<file path="config.mk">
export PLATFORM = sky130hd
export DESIGN_NAME = testbasic1_feeder
export DESIGN_NICKNAME = d
export VERILOG_FILES = /design/src/rtl/testbasic1_feeder.sv
export SDC_FILE = /design/constraint.sdc
export NUM_CORES = 1
export LEC_CHECK = 0
export ABC_CLOCK_PERIOD_IN_PS = 3700
export BUFFER_PORTS_ARGS = -buffer_cell sky130_fd_sc_hd__buf_2
export CORE_MARGIN = 10
export CORE_UTILIZATION = 61
export CTS_CLUSTER_SIZE = 14
export DETAILED_ROUTE_END_ITERATION = 10
export PLACE_DENSITY = 0.81
export REMOVE_ABC_BUFFERS = 1
export SETUP_SLACK_MARGIN = 0.5
export SLEW_MARGIN = 15
export SYNTH_ARGS = -nofsm -noshare
export SYNTH_HDL_FRONTEND = slang
export SYNTH_SLANG_ARGS = --single-unit
</file>
<file path="constraint.sdc">
create_clock -name clk -period 3.7 [get_ports clk]
set_input_delay 0.37 -clock clk [delete_from_list [all_inputs] [get_ports clk]]
set_output_delay 0.37 -clock clk [all_outputs]
set_load 0.1 [all_outputs]
</file>
<file path="src/rtl/testbasic1_feeder.sv">
`default_nettype none
// ============================================================================
//  Module   : testbasic1_feeder
//  Purpose  : Buffered producer stage feeding the TestBasic1 consumer.
//             Samples arriving on the a_in blocking port are stored in a
//             DEPTH-entry FIFO, optionally replaced by a running sum, and
//             forwarded on the b_out blocking port. Upstream is decoupled
//             from consumer stalls; both handshakes decode registered
//             occupancy only, so no input reaches any output
//             combinationally.
//  Revision : 1.0  initial release
// ============================================================================
module testbasic1_feeder #(
  parameter int DEPTH = 4,
  parameter int WIDTH = 32
) (
  input  logic                     clk,
  input  logic                     rst,
  input  logic [WIDTH-1:0]         a_in,
  input  logic                     a_in_sync,
  output logic                     a_in_notify,
  output logic [WIDTH-1:0]         b_out,
  output logic                     b_out_sync,
  input  logic                     b_out_notify,
  input  logic                     mode,
  input  logic                     acc_clr,
  output logic [$clog2(DEPTH):0]   level,
  output logic                     acc_ovf
);

  localparam int PTR_W = $clog2(DEPTH);
  localparam int LVL_W = PTR_W + 1;

  localparam logic [LVL_W-1:0] LVL_FULL  = LVL_W'(DEPTH);
  localparam logic [LVL_W-1:0] LVL_EMPTY = '0;
  localparam logic [PTR_W-1:0] PTR_ONE   = PTR_W'(1);

  // Section encoding: a coarse view of occupancy used by the consumer side.
  localparam logic [1:0] SECTION_EMPTY  = 2'd0;
  localparam logic [1:0] SECTION_ACTIVE = 2'd1;
  localparam logic [1:0] SECTION_FULL   = 2'd2;

  // --------------------------------------------------------------------------
  // State
  // --------------------------------------------------------------------------
  logic [WIDTH-1:0] mem_q [DEPTH];
  logic [PTR_W-1:0] wr_ptr_q,  wr_ptr_d;
  logic [PTR_W-1:0] rd_ptr_q,  rd_ptr_d;
  logic [LVL_W-1:0] level_q,   level_d;
  logic [WIDTH-1:0] acc_q,     acc_d;
  logic             ovf_q,     ovf_d;
  logic [WIDTH-1:0] last_q,    last_d;
  logic [1:0]       section_q, section_d;

  // --------------------------------------------------------------------------
  // Combinational datapath
  // --------------------------------------------------------------------------
  logic             w_push;
  logic             w_pop;
  logic [WIDTH-1:0] w_head;
  logic [WIDTH-1:0] w_acc_base;
  logic [WIDTH-1:0] w_sum;
  logic             w_sum_ovf;
  logic [WIDTH-1:0] w_store;

  // Handshakes come straight from the registered level.
  assign a_in_notify = (level_q != LVL_FULL);
  assign b_out_sync  = (level_q != LVL_EMPTY);

  assign w_push = a_in_sync  && a_in_notify;
  assign w_pop  = b_out_sync && b_out_notify;

  assign w_head = mem_q[rd_ptr_q];

  // A clear coincident with an accumulating push makes that push start from
  // zero, so the clear takes effect before the add rather than after it.
  assign w_acc_base = acc_clr ? '0 : acc_q;
  assign w_sum      = w_acc_base + a_in;

  // Signed overflow: operands agree in sign and the result does not.
  assign w_sum_ovf = (w_acc_base[WIDTH-1] == a_in[WIDTH-1]) &&
                     (w_sum[WIDTH-1] != w_acc_base[WIDTH-1]);

  assign w_store = mode ? w_sum : a_in;

  // While empty, the output keeps showing the last sample that left.
  assign b_out   = b_out_sync ? w_head : last_q;
  assign level   = level_q;
  assign acc_ovf = ovf_q;

  // Next-state for pointers, occupancy and the hold register.
  always_comb begin
    wr_ptr_d = wr_ptr_q;
    rd_ptr_d = rd_ptr_q;
    level_d  = level_q;
    last_d   = last_q;

    // Pointers are power-of-two wide, so the increment wraps on its own.
    if (w_push) begin
      wr_ptr_d = wr_ptr_q + PTR_ONE;
    end
    if (w_pop) begin
      rd_ptr_d = rd_ptr_q + PTR_ONE;
      last_d   = w_head;
    end

    case ({w_push, w_pop})
      2'b10:   level_d = level_q + LVL_W'(1);
      2'b01:   level_d = level_q - LVL_W'(1);
      default: level_d = level_q;
    endcase
  end

  // Next-state for the running sum and its sticky overflow flag.
  always_comb begin
    acc_d = acc_q;
    ovf_d = ovf_q;

    if (w_push && mode) begin
      acc_d = w_sum;
      if (w_sum_ovf) begin
        ovf_d = 1'b1;
      end
    end else if (acc_clr) begin
      acc_d = '0;
    end
  end

  // Section tracking follows occupancy transitions driven by the transfers.
  always_comb begin
    section_d = section_q;
    case (section_q)
      SECTION_EMPTY: begin
        if (w_push && !w_pop) begin
          section_d = (level_d == LVL_FULL) ? SECTION_FULL : SECTION_ACTIVE;
        end
      end
      SECTION_ACTIVE: begin
        if (level_d == LVL_FULL) begin
          section_d = SECTION_FULL;
        end else if (level_d == LVL_EMPTY) begin
          section_d = SECTION_EMPTY;
        end
      end
      SECTION_FULL: begin
        if (w_pop) begin
          section_d = (level_d == LVL_EMPTY) ? SECTION_EMPTY : SECTION_ACTIVE;
        end
      end
      default: section_d = SECTION_EMPTY;
    endcase
  end

  // --------------------------------------------------------------------------
  // Sequential
  // --------------------------------------------------------------------------

  // Control state; reset discards occupancy so stored data is abandoned.
  always_ff @(posedge clk or posedge rst) begin
    if (rst) begin
      wr_ptr_q  <= '0;
      rd_ptr_q  <= '0;
      level_q   <= '0;
      acc_q     <= '0;
      ovf_q     <= 1'b0;
      last_q    <= '0;
      section_q <= SECTION_EMPTY;
    end else begin
      wr_ptr_q  <= wr_ptr_d;
      rd_ptr_q  <= rd_ptr_d;
      level_q   <= level_d;
      acc_q     <= acc_d;
      ovf_q     <= ovf_d;
      last_q    <= last_d;
      section_q <= section_d;
    end
  end

  // Storage array; contents are meaningless while level says empty.
  always_ff @(posedge clk) begin
    if (w_push && !rst) begin
      mem_q[wr_ptr_q] <= w_store;
    end
  end

endmodule
`default_nettype wire

</file>
==> flow_metrics.env <==
export IMPL_grt_max_degree=36
export IMPL_dieArea_mm2=0.0227
export IMPL_start_kind="flip-flop"
export IMPL_grt_pass1_wl_mm=40.3
export IMPL_detail_route_wl_per_cell_um=23.4
export IMPL_ys_seq_area_frac=0.541
export IMPL_post_dp_hpwl_mm=17.8
export IMPL_power_total_mw=10.5
export IMPL_r2r_start="acc_q[0]"
export IMPL_synth_cells=775
export IMPL_io_buffers=75
export IMPL_synth_ff_type="edfxtp_1"
export IMPL_synthTopCellsByArea="edfxtp_1, dfrtp_1, mux2_2"
export IMPL_synth_area_mm2=0.0104
export IMPL_fin_area_mm2=0.0117
export IMPL_die_w_um=151
export IMPL_timing_fmax_mhz=327
export IMPL_grt_antenna_before_repair=0
export IMPL_io_pins=76
export IMPL_hold_viol_final=0
export IMPL_min_period_over_period=0.825
export IMPL_synth_cell_types=65
export IMPL_grt_setup_unrepaired="false"
export IMPL_yosys_area_top_type_share=0.369
export IMPL_tritoncts="done"
export IMPL_cts_buffers=17
export IMPL_tightest_slew_ps=787
export IMPL_area_growth_syn_to_layout_pct=12.3
export IMPL_setup_viol=0
export IMPL_gp_congestion=0.994
export IMPL_core_area_mm2=0.0166
export IMPL_diodes=0
export IMPL_relSlewSlack=0.475
export IMPL_drive_gt1_frac=0.333
export IMPL_synth_enable_flop_cells=128
export IMPL_die_h_um=151
export IMPL_yosys_register_bits=200
export IMPL_ir_worst_vdd_mv=0.734
export IMPL_rows=47
export IMPL_swShare=0.473
export IMPL_dr_pass1_iters=4
export IMPL_powerDensity_mw_per_mm2=896
export IMPL_synth_async_reset_ratio=0.360
export IMPL_power_internal_mw=5.52
export IMPL_clkPwrFrac=0.189
export IMPL_synth_commonest_cells="edfxtp_1, mux2_2, dfrtp_1"
export IMPL_drt_iter0_markers=566
export IMPL_grt_usage=0.233
export IMPL_clk_pin_slew_ps=80
export IMPL_period_minus_slack_ps=3050
export IMPL_worst_r2r_endpoint="mem_q[1][28]"
export IMPL_clockBufferDepth=2
export IMPL_reg2reg_depth=11
export IMPL_vias_per_cell=6.26
export IMPL_drv_slew=0
export IMPL_power_frac_comb=0.504
export IMPL_cp_data_required_time_ps=3900
export IMPL_crit_type="reg -> reg"
export IMPL_start_util=0.627
export IMPL_overflow=0
export IMPL_cts_root_buf="clkbuf_16"
export IMPL_ant_nets=0
export IMPL_clk_latency_ps=440
export IMPL_cp_end_kind="flip-flop"
export IMPL_seqPwrFrac=0.307
export IMPL_route_detailed_drc=0
export IMPL_cts_sinks=200
export IMPL_cap_violations=0
export IMPL_h_tree_depth=4
export IMPL_hold_buffers=0
export IMPL_synth_warnings=0
export IMPL_leakage_nw=4.64
export IMPL_status="completed"
export IMPL_crit_fanout=4
export IMPL_yosysTopAreaCell="edfxtp_1"
export IMPL_dpl_instance_area_mm2=0.0111
export IMPL_hold_path_class="in -> async"
export IMPL_power_switching_mw=4.97
export IMPL_grt_pass1_vias=7113
export IMPL_fin_skew_ps=12.7
export IMPL_reg2reg_slack_ps=650
export IMPL_vias=6755
export IMPL_final_nets=922
export IMPL_yosysMostFrequentCell="edfxtp_1"
export IMPL_drt_wl_total_mm=25.3
export IMPL_syn_avg_cell_area_um2=13.5
export IMPL_crit_arrival_ps=3260
export IMPL_post_cts_repair_setup_buffers=0
-- state kept, by name, indices dropped and copies added (netlist names) --
name / flops
level: 3
wr_ptr_q: 2
acc_q: 32
mem_q: 128
acc_ovf: 1
rd_ptr_q: 2
last_q: 32
-- power by group through the flow --
stage	Combinational (mW)	Clock, mW	Sequential [mW]
after global placement	5.17	0	3.21
after detailed placement	5.28	0	3.26
after CTS	5.32	2.00	3.22
after floorplan	4.10	0	3.38
final	5.29	1.98	3.22
after global routing	5.56	2.10	3.28
-- worst max-delay path by stage --
stage | start | cells past startpoint | end
2_1_floorplan | level[0] | 8 | level[2]
3_3_place_gp | acc_clr | 11 | mem_q[0][27]
3_5_place_dp | acc_clr | 11 | mem_q[3][27]
4_1_cts | acc_q[0] | 11 | mem_q[0][24]
5_1_grt | acc_clr | 11 | mem_q[1][27]
6_report | acc_q[0] | 11 | mem_q[1][28]
-- critical path: stages (launching register included) --
cell and delay, ps:
dfrtp_1 320, nor2b_1 210, ha_1 240, inv_1 70, fa_1 390, nand2b_1 210
a21oi_4 200, o2111ai_1 170, a21o_1 240, a22o_1 230, xor2_1 170, a21oi_1 370
-- cell usage in the layout (no fill, tap or decap), drive strengths merged, types with 15 or more instances in the layout --
cell type / count
nand2: 56
mux4: 32
xnor2: 15
nor2: 27
edfxtp: 128
nand3: 15
a21oi: 38
o21ai: 24
mux2: 101
ha: 36
clkbuf: 17
buf: 93
dfrtp: 72
a21o: 17
nor2b: 34
inv: 18
-- final cells by class --
class                      instances  area (um2)
sequential                       200        5650
clock inverter                    15         211
multi-input combinational        520        4560
fill                            1146        4930
clock buffer                      17         425
timing repair buffer              93         536
inverter                          14        52.6
tap                              220         275
-- routing by layer --
metal | share of wire | routed length, um | global-route usage
met5 | 0 | 0 | 0
met4 | 0.024 | 601 | 0.0808
met3 | 0.063 | 1590 | 0.0447
met2 | 0.52 | 13000 | 0.394
met1 | 0.40 | 10000 | 0.293
-- timing repair --
item	CTS	global route
setup endpoints to repair	0	20
resized for setup	0	4
hold endpoints to repair	0	0
-- through the flow --
stage                     setup TNS [ps]  std cells  setup WS [ps]  hold WS, ps   util
after floorplan                   -14090        734           -991          477      -
after global placement                 0       1047            241          434  0.665
after detailed placement               0       1047            143          439  0.665
after global routing                   0       1079            486          132  0.704
final                                  0       1079            646         85.3  0.704
after CTS                              0       1079            533          111  0.703
-- cell families (layout without fill, tap and decap cells) --
family / Yosys count / count (layout) / synth area share
adders and majority gates: 38 / 38 / 0.0470
buffers and inverters: 55 / 139 / 0.0222
AOI/OAI and AO/OA: 127 / 127 / 0.0889
DFF: 200 / 200 / 0.541
xor gates and xnor gates: 29 / 29 / 0.0244
muxes: 140 / 140 / 0.185
and+or+nand+nor: 186 / 186 / 0.0912
Power figures use the tool's default switching activity.
